[src/rtl/mesm6_bus_arbiter.sv]
// mesm6_bus_arbiter: merges the core's instruction bus and data bus onto one
// single-port memory channel (req/ack). One access in flight at a time,
// round-robin between buses when both ask, watchdog abort on a missing ack.
module mesm6_bus_arbiter #(
  parameter int ADDR_W  = 15,
  parameter int DATA_W  = 48,
  parameter int TIMEOUT = 255
) (
  input  logic              clk,
  input  logic              reset,
  input  logic              ibus_fetch,
  input  logic [ADDR_W-1:0] ibus_addr,
  output logic [DATA_W-1:0] ibus_input,
  output logic              ibus_done,
  input  logic              dbus_read,
  input  logic              dbus_write,
  input  logic [ADDR_W-1:0] dbus_addr,
  input  logic [DATA_W-1:0] dbus_output,
  output logic [DATA_W-1:0] dbus_input,
  output logic              dbus_done,
  output logic              mem_req,
  output logic              mem_we,
  output logic [ADDR_W-1:0] mem_addr,
  output logic [DATA_W-1:0] mem_wdata,
  input  logic [DATA_W-1:0] mem_rdata,
  input  logic              mem_ack,
  output logic              bus_error
);

  typedef enum logic [1:0] {S_IDLE, S_ACCESS, S_DONE} state_t;

  // A zero-width counter is not legal, so a disabled watchdog keeps one bit.
  localparam int CNT_W = (TIMEOUT > 0) ? $clog2(TIMEOUT + 1) : 1;
  localparam logic [CNT_W-1:0] CNT_LAST = (TIMEOUT > 0) ? CNT_W'(TIMEOUT - 1) : '0;
  localparam logic [CNT_W-1:0] CNT_MAX  = '1;
  localparam logic OWN_IBUS = 1'b0;
  localparam logic OWN_DBUS = 1'b1;

  state_t            state_q, state_d;
  logic              owner_q, owner_d;
  logic              last_grant_q, last_grant_d;
  logic              we_q, we_d;
  logic              err_q, err_d;
  logic [CNT_W-1:0]  cnt_q, cnt_d;
  logic [ADDR_W-1:0] addr_q, addr_d;
  logic [DATA_W-1:0] wdata_q, wdata_d;
  logic [DATA_W-1:0] irdata_q, irdata_d;
  logic [DATA_W-1:0] drdata_q, drdata_d;

  logic ibus_pend, dbus_pend, grant_dbus;

  assign ibus_pend = ibus_fetch;
  assign dbus_pend = dbus_read | dbus_write;

  // Next-state logic: arbitration in IDLE, ack/watchdog handling in ACCESS.
  always_comb begin
    state_d      = state_q;
    owner_d      = owner_q;
    last_grant_d = last_grant_q;
    we_d         = we_q;
    err_d        = err_q;
    cnt_d        = cnt_q;
    addr_d       = addr_q;
    wdata_d      = wdata_q;
    irdata_d     = irdata_q;
    drdata_d     = drdata_q;
    grant_dbus   = 1'b0;
    case (state_q)
      S_IDLE: begin
        if (ibus_pend || dbus_pend) begin
          // dbus wins when alone, or when both ask and ibus had the last turn.
          grant_dbus   = dbus_pend && (!ibus_pend || (last_grant_q == OWN_IBUS));
          owner_d      = grant_dbus ? OWN_DBUS : OWN_IBUS;
          last_grant_d = grant_dbus ? OWN_DBUS : OWN_IBUS;
          addr_d       = grant_dbus ? dbus_addr : ibus_addr;
          we_d         = grant_dbus & dbus_write;
          wdata_d      = dbus_output;
          cnt_d        = '0;
          err_d        = 1'b0;
          state_d      = S_ACCESS;
        end
      end
      S_ACCESS: begin
        if (mem_ack) begin
          if (!we_q) begin
            if (owner_q == OWN_DBUS) drdata_d = mem_rdata;
            else                     irdata_d = mem_rdata;
          end
          state_d = S_DONE;
        end else if ((TIMEOUT != 0) && (cnt_q == CNT_LAST)) begin
          // Aborted reads return zero so the core never sees stale data.
          if (!we_q) begin
            if (owner_q == OWN_DBUS) drdata_d = '0;
            else                     irdata_d = '0;
          end
          err_d   = 1'b1;
          state_d = S_DONE;
        end else if (cnt_q != CNT_MAX) begin
          cnt_d = cnt_q + 1'b1;
        end
      end
      S_DONE: begin
        // Requests are ignored here: the core still shows the finished one.
        state_d = S_IDLE;
      end
      default: state_d = S_IDLE;
    endcase
  end

  // State register.
  always_ff @(posedge clk) begin
    if (reset) state_q <= S_IDLE;
    else       state_q <= state_d;
  end

  // Access, watchdog and read-hold registers.
  always_ff @(posedge clk) begin
    if (reset) begin
      owner_q      <= OWN_IBUS;
      last_grant_q <= OWN_IBUS;
      we_q         <= 1'b0;
      err_q        <= 1'b0;
      cnt_q        <= '0;
      addr_q       <= '0;
      wdata_q      <= '0;
      irdata_q     <= '0;
      drdata_q     <= '0;
    end else begin
      owner_q      <= owner_d;
      last_grant_q <= last_grant_d;
      we_q         <= we_d;
      err_q        <= err_d;
      cnt_q        <= cnt_d;
      addr_q       <= addr_d;
      wdata_q      <= wdata_d;
      irdata_q     <= irdata_d;
      drdata_q     <= drdata_d;
    end
  end

  assign mem_req    = (state_q == S_ACCESS);
  assign mem_we     = we_q;
  assign mem_addr   = addr_q;
  assign mem_wdata  = wdata_q;
  assign ibus_input = irdata_q;
  assign dbus_input = drdata_q;
  assign ibus_done  = (state_q == S_DONE) && (owner_q == OWN_IBUS);
  assign dbus_done  = (state_q == S_DONE) && (owner_q == OWN_DBUS);
  assign bus_error  = (state_q == S_DONE) && err_q;

endmodule

[config.mk]
export PLATFORM = sky130hd
export DESIGN_NAME = mesm6_bus_arbiter
export DESIGN_NICKNAME = d
export VERILOG_FILES = /design/src/rtl/mesm6_bus_arbiter.sv
export SDC_FILE = /design/constraint.sdc
export NUM_CORES = 1
export LEC_CHECK = 0
export ABC_AREA = 1
export CAP_MARGIN = 15
export CORE_MARGIN = 1
export CORE_UTILIZATION = 45
export CTS_CLUSTER_DIAMETER = 50
export DETAILED_ROUTE_END_ITERATION = 8
export PLACE_DENSITY = 0.81
export SKIP_LAST_GASP = 1
export SYNTH_ARGS = -nofsm -noshare
export SYNTH_HDL_FRONTEND = slang
export SYNTH_SLANG_ARGS = --single-unit
export TNS_END_PERCENT = 30
[constraint.sdc]
create_clock -name clk -period 1.75 [get_ports clk]
set_input_delay 0.175 -clock clk [delete_from_list [all_inputs] [get_ports clk]]
set_output_delay 0.175 -clock clk [all_outputs]
set_load 0.05 [all_outputs]
# ---- Word-level counts from Yosys, hierarchy flattened
# Index checks and enable logic that the tools add are counted.
dict set report classes {
  n_addsub 1
  n_eq_ne 10
  muxes 27
  n_bitwise 4
  reduce_logical 16
}
# operator count
set op_table {}
lappend op_table {{$mux W48} 12}
lappend op_table {{$mux W8} 4}
lappend op_table {{$pmux W8 S2} 1}
lappend op_table {{$mux W15} 1}
lappend op_table {{$reduce_and A4 Y1} 3}
lappend op_table {{$add A8 B1 Y8 const B} 1}
lappend op_table {{$eq A8 B8 Y1 const B} 1}
lappend op_table {{$ne A8 B8 Y1 const B} 1}
lappend op_table {{$mux W2} 3}
lappend op_table {{$ne A2 B2 Y1 const B} 3}
lappend op_table {{$reduce_and A5 Y1} 1}
lappend op_table {{$logic_and A1 B1 Y1} 4}
lappend op_table {{$mux W1} 4}
lappend op_table {{$ne A2 B1 Y1 const B} 2}
lappend op_table {{$pmux W2 S2} 1}
lappend op_table {{$reduce_and A2 Y1} 2}
lappend op_table {{$reduce_bool A2 Y1} 2}
lappend op_table {{$ne A3 B1 Y1 const B} 1}
lappend op_table {{$eq A2 B1 Y1 const B} 1}
lappend op_table {{$eq A2 B2 Y1 const B} 1}
lappend op_table {{$logic_not A2 Y1} 1}
lappend op_table {{$logic_or A1 B1 Y1} 2}
lappend op_table {{$not A1 Y1} 2}
lappend op_table {{$pmux W1 S2} 1}
lappend op_table {{other kinds (3)} 3}
dict set report word_totals {
  regBits 172
  input_bits 132
  output_inout_bits 164
  word_cells 67
}

# ---- Logic depth before layout (Yosys ltp)
# Gate-level depths: netlist of the first run.
dict set report depth {
  word_depth 5
  ltp_mapped 12
  depth_no_buf 10
}

# ---- Least setup slack after synthesis of the first run
# Ideal clock, no wire load.
dict set report synth_timing {
  path_kind {reg-to-output}
  from {reg, netlist name last_grant_q}
  to {out dbus_done}
  arrival_ns 1.478
  path_slack_ns 0.097
  path_stages_with_launch 5
  path_buffers 2
  path_cell_list {dfxtp_1 -> buf_2 -> clkinv_1 -> clkbuf_1 -> nor2_1}
}
# element line_no
set synth_rtl {}
lappend synth_rtl {{to (decl)} 20} ;# output logic dbus_done,

# ---- Final worst setup path of the first run
dict set report layout_timing {
  from {reg irdata_q[31] (netlist: ibus_input[31])}
  to {out ibus_input[31]}
}
# element line_no
set layout_rtl {}
lappend layout_rtl {{from (decl)} 47} ;# logic [DATA_W-1:0] irdata_q, irdata_d;
lappend layout_rtl {{from (signal assigned)} 136} ;# irdata_q <= irdata_d;
lappend layout_rtl {{to (decl)} 13} ;# output logic [DATA_W-1:0] ibus_input,
# No word-level cell between the ends.

==> results of run 1 <==
-- state kept, by name (all words and copies together) (netlist names) --
name / count
cnt_q: 8
dbus_input: 48
err_q: 1
ibus_input: 48
last_grant_q: 1
mem_addr: 15
mem_wdata: 48
mem_we: 1
state_q: 2
-- cell type report --
| type | instances | area, um2 | share of cell area (%) |
|---|---|---|---|
| timing repair buffer | 319 | 3240 | 27.8 |
| antenna | 1 | 2.50 | 0.0215 |
| clock inverter | 14 | 171 | 1.47 |
| tap | 220 | 275 | 2.36 |
| clock buffer | 18 | 439 | 3.77 |
| multi-input combinational | 692 | 3040 | 26.1 |
| inverter | 277 | 1040 | 8.94 |
| sequential | 172 | 3450 | 29.6 |
-- worst paths after layout --
path,depth (start not counted),end
setup / recovery,1,ibus_input[31]
hold reg to reg,2,mem_addr[6]
hold / removal,5,ibus_input[39]
setup reg to reg,11,ibus_input[14]
-- per-layer routing --
layer | vias up | wire [um] | global-route usage [%]
met2 | 332 | 12100 | 46.2
met1 | 3583 | 9230 | 29.2
li1 | 4148 | - | -
met5 | - | 0 | 0
met3 | 32 | 1890 | 6.24
met4 | 0 | 456 | 9.99
-- what timing repair did --
action,in CTS,in global routing
cloned,0,1
endpoints found under the setup margin,111,185
resized for setup,34,27
-- cells in the final DEF, fill, tap and decap left out, types with 2 or more instances in the layout --
| cell | instances |
|---|---|
| dlygate4sd2_1 | 32 |
| clkdlybuf4s50_1 | 194 |
| ha_1 | 2 |
| o21ai_0 | 67 |
| inv_1 | 262 |
| nand4_1 | 101 |
| inv_8 | 3 |
| dfxtp_1 | 169 |
| nand3_2 | 4 |
| dfxtp_2 | 3 |
| inv_2 | 14 |
| bufinv_16 | 2 |
| nor2_1 | 115 |
| clkbuf_16 | 18 |
| a21oi_1 | 5 |
| nand2_2 | 2 |
| buf_12 | 14 |
| inv_6 | 7 |
| dlymetal6s2s_1 | 25 |
| nand3_1 | 11 |
| buf_4 | 52 |
| nor2_2 | 2 |
| nand2_1 | 377 |
-- per-stage QoR --
| step | instances | utilization [%] |
|---|---|---|
| after floorplan | 1215 | - |
| after global placement | 1679 | 65.3 |
| after detailed placement | 1679 | 65.3 |
| after CTS | 1711 | 68.7 |
| after global routing | 1713 | 69.3 |
| final | 1713 | 69.3 |
-- report_power, final --
part	leakage (uW)	switching, uW	internal [uW]	total, uW
clock network	0.000299	1720	2210	3930
logic	0.00430	2150	1100	3250
registers	0.00141	188	4230	4420
-- logic make-up (layout without fill, tap and decap cells) --
logic type / count (synthesis) / in the layout / synth area share [%]
other cells: 0 / 1 / 0
compound gates: 73 / 73 / 4.69
xor+xnor: 1 / 1 / 0.111
flops: 172 / 172 / 43.7
simple gates: 616 / 616 / 33.3
fa+ha+maj: 2 / 2 / 0.318
buf+inv: 351 / 628 / 17.8
==> metrics, run 1 <==
outcome finished, violations left; failing checks negative setup slack; Area contributors post-synth dfxtp_1 44%, nand2_1 18%, inv_1 13%; fmax 567 MHz; Post-synth EDFFs 0; first-pass GRT wire length 36500 um; Buf+Inv Stages, Crit Path 1; cell family with most CP delay buffers and inverters; Pleak 0.00601 uW; area leader, netlist dfxtp_1; design area 0.0116 mm2; Worst Clk Skew 0.0116 ns; crit-path max FO 2; CTS H-tree lvls 4; Crit Path Category register to output port; Power Density 996 mW/mm2; fill count 1472; Tot Pwr 11600 uW; buffers added on ports 295; min cycle time layout 1.76 ns; synth cell count leaders 377 x nand2_1, 264 x inv_1, 172 x dfxtp_1; Final period util 101%; register area share after synthesis 43.7%; # setup viols final 8; Max Slew Vio Count 0; Netlist cell types 25; core box area 0.0168 mm2; Synth Flop Type dfxtp_1; r2r setup slk 0.14 ns; WP data required 1.57 ns; max-cap viol count 0; Synth async-reset ratio 0%; CTS tree built; CP Launch Type register; Synth-to-Final Area Change 47.9%; mean post-synth cell area 6.48 um2; Synth top area share 43.7%; initial antenna violation count 1; vias in the first global route 7487; share of layout cells above drive strength 1 8.71%; clk sinks 172; crit path max-delay cell type clkdlybuf4s50_1; Chip Height 134 um; DR vias 8095; final hold violations 0; WL final 23700 um; VDD IR max 0.652 mV; cell with the most instances after synthesis nand2_1; CTS Buf Count 17; Die Wd 134 um; detailed-placement wirelength estimate 16600 um; DR pass1 iterations 5; Worst Setup SP ibus_input[31]; largest net degree at the start of global routing 78; Max clock buf depth 2; RSZ-0062 raised after global routing yes; Least-Margin Pin Slew 0.548 ns; Net Count, Synth 1349; CP endpoint kind output port; Ports 296; yosys warns 0; Clk Latency, worst-skew pair 0.43 ns; DR vias/cell 4.73; post-route ant nets 0; Hold WC Path Type primary input to register; Worst Path Arrival 1.59 ns; # hold bufs at CTS 0; Worst slew margin 63.4%; Root Driver clkbuf_16; # rows 47; post-placement cell area 0.0110 mm2; Post-Syn Area 0.00787 mm2; routed len/inst 13.8 um; Final #Nets 1613; Yosys reg bits 172; Synth Instances 1215; Setup WS post-layout -0.0128 ns; die area 0.0180 mm2; pre-CTS setup slack 0.0621 ns; Hold WS 0.280 ns; r2r startpoint cnt_q[0]; CP cell instances clkdlybuf4s50_1; initial core utilization 46.8%; Setup TNS -0.0556 ns; routability cong. 0.851; 1st-iter DRT viols 458; GRT Util Overall 25.7%; global route total overflow 0; Hold Crit Start mem_ack; CP max stage delay 0.81 ns; drt drc 0; clock slew at reported path FFs 0.07 ns; Setup Buffers After CTS 0
No activity file was read; power rests on OpenSTA's default activity.
==> run 2: changes to the inputs <==
Settings changed: CORE_UTILIZATION 45 to 59, CTS_BUF_LIST set to sky130_fd_sc_hd__clkbuf_8, DONT_BUFFER_PORTS set to 1, MAX_ROUTING_LAYER set to met4, PLACE_DENSITY 0.81 to 0.75.
==> metrics, run 2 (synthesized netlist as in run 1, its figures left out) <==
sw frac 40.1%; switching pwr 3990 uW; DR vias 7877; die area 0.0138 mm2; design area 0.00983 mm2; Hold Crit Start dbus_addr[4]; pre-CTS setup slack 0.174 ns; initial core utilization 61.4%; crit-path max FO 8; Worst Path Arrival 2.24 ns; RR Endpoint mem_addr[8]; Power Density 1010 mW/mm2; Chip Height 118 um; Ports 296; vias in the first global route 7345; CTS H-tree lvls 4; Reg power frac 54.2%; Crit Path Category register to register; Setup WS post-layout -0.103 ns; Worst Clk Skew 0.0111 ns; Worst Setup SP last_grant_q; failing checks negative setup slack; Clk Latency, worst-skew pair 0.46 ns; CTS tree built; Final #Nets 1466; largest net degree at the start of global routing 97; CP Capture Point mem_addr[8]; clock slew at reported path FFs 0.10 ns; internal power 5970 uW; first-pass GRT wire length 37700 um; final hold violations 0; r2r startpoint last_grant_q; Final period util 106%; Synth-to-Final Area Change 24.8%; post-route ant nets 0; detailed-placement wirelength estimate 13800 um; share of layout cells above drive strength 1 8.18%; CP Launch Type register; global route total overflow 0; outcome finished, violations left; r2r setup slk -0.10 ns; CP endpoint kind register; Max Slew Vio Count 0; # setup viols final 2; initial antenna violation count 0; Root Driver clkbuf_8; routability cong. 0.858; Die Wd 118 um; min cycle time layout 1.85 ns; clk sinks 172; GRT Util Overall 35.6%; DR pass1 iterations 7; DR vias/cell 5.19; Max clock buf depth 2; fmax 540 MHz; VDD IR max 0.642 mV; most common cell after layout, fill and taps aside nand2_1; # rows 41; Clk network pwr share 27.4%; WL final 24500 um; WP data required 2.14 ns; Reg2Reg Depth 8; Worst slew margin 58.4%; most frequent cells in the layout 377 x nand2_1, 261 x inv_1, 171 x dfxtp_1, 121 x dlygate4sd3_1, 116 x nor2_1; Least-Margin Pin Slew 0.624 ns; Pleak 0.00481 uW; buffers added on ports 0; Hold WC Path Type primary input to register; Gate power share 18.4%; core box area 0.0128 mm2; CTS Buf Count 17; RSZ-0062 raised after global routing yes; routed len/inst 16.1 um; ant diodes 0; drt drc 0; max-cap viol count 0; post-placement cell area 0.00816 mm2; 1st-iter DRT viols 743
run 2: timing repair:
action	4_1_cts	5_1_grt
setup endpoints to repair	0	15
hold endpoints to repair	157	0
resized for setup	0	9
buffers inserted	0	5
hold buffers	123	0
run 2: routing by layer:
| metal | vias up | routed length [um] | global-route usage, % |
|---|---|---|---|
| met5 | - | 0 | - |
| met1 | 3473 | 9040 | 37.5 |
| met4 | 0 | 1590 | 23.6 |
| li1 | 3854 | - | - |
| met3 | 110 | 2210 | 9.64 |
| met2 | 440 | 11700 | 58.9 |
run 2: worst max-delay path: stages (launching register included):
cell and delay, ns:
dfxtp_4 0.38, a21oi_4 0.18, buf_8 0.15, buf_4 0.16, nand2_1 0.05, nand2_1 0.09
dlygate4sd3_1 0.59, inv_1 0.05, o21ai_0 0.13
run 2: cell type report:
type	count	area (um2)
Fill cell	965	3000
Timing Repair Buffer	172	1700
Clock buffer	17	234
Sequential cell	172	3450
Inverter	277	1040
Tap cell	172	215
Clock inverter	15	146
Multi-Input combinational cell	692	3040
run 2: worst min path at each step:
stage | slack, ns | depth (start not counted) | to
2_1_floorplan | 0.24 | 1 | cnt_q[2]
3_3_place_gp | 0.25 | 1 | state_q[0]
3_5_place_dp | 0.25 | 1 | state_q[0]
4_1_cts | 0.0001 | 3 | state_q[0]
5_1_grt | 0.02 | 3 | state_q[0]
6_report | 0.03 | 4 | mem_addr[4]
run 2: power groups by stage:
stage               registers (uW)  clock network [uW]  logic, uW
CTS                           5380                2760       1730
detailed placement            5480                   0       1460
finish                        5400                2730       1830
global placement              5470                   0       1430
global route                  5420                2930       2010
floorplan                     5490                   0       1050
run 2: stage by stage:
stage / power (uW) / std cells / setup TNS (ns) / utilization [%] / hold WS (ns)
final: 9960 / 1517 / -0.110 / 76.6 / 0.0259
after global routing: 10400 / 1517 / -0.412 / 76.6 / 0.0181
after CTS: 9870 / 1513 / 0 / 76.3 / 0.0000979
after detailed placement: 6930 / 1358 / 0 / 63.6 / 0.249
after global placement: 6900 / 1358 / 0 / 63.6 / 0.246
after floorplan: 6530 / 1215 / 0 / - / 0.244
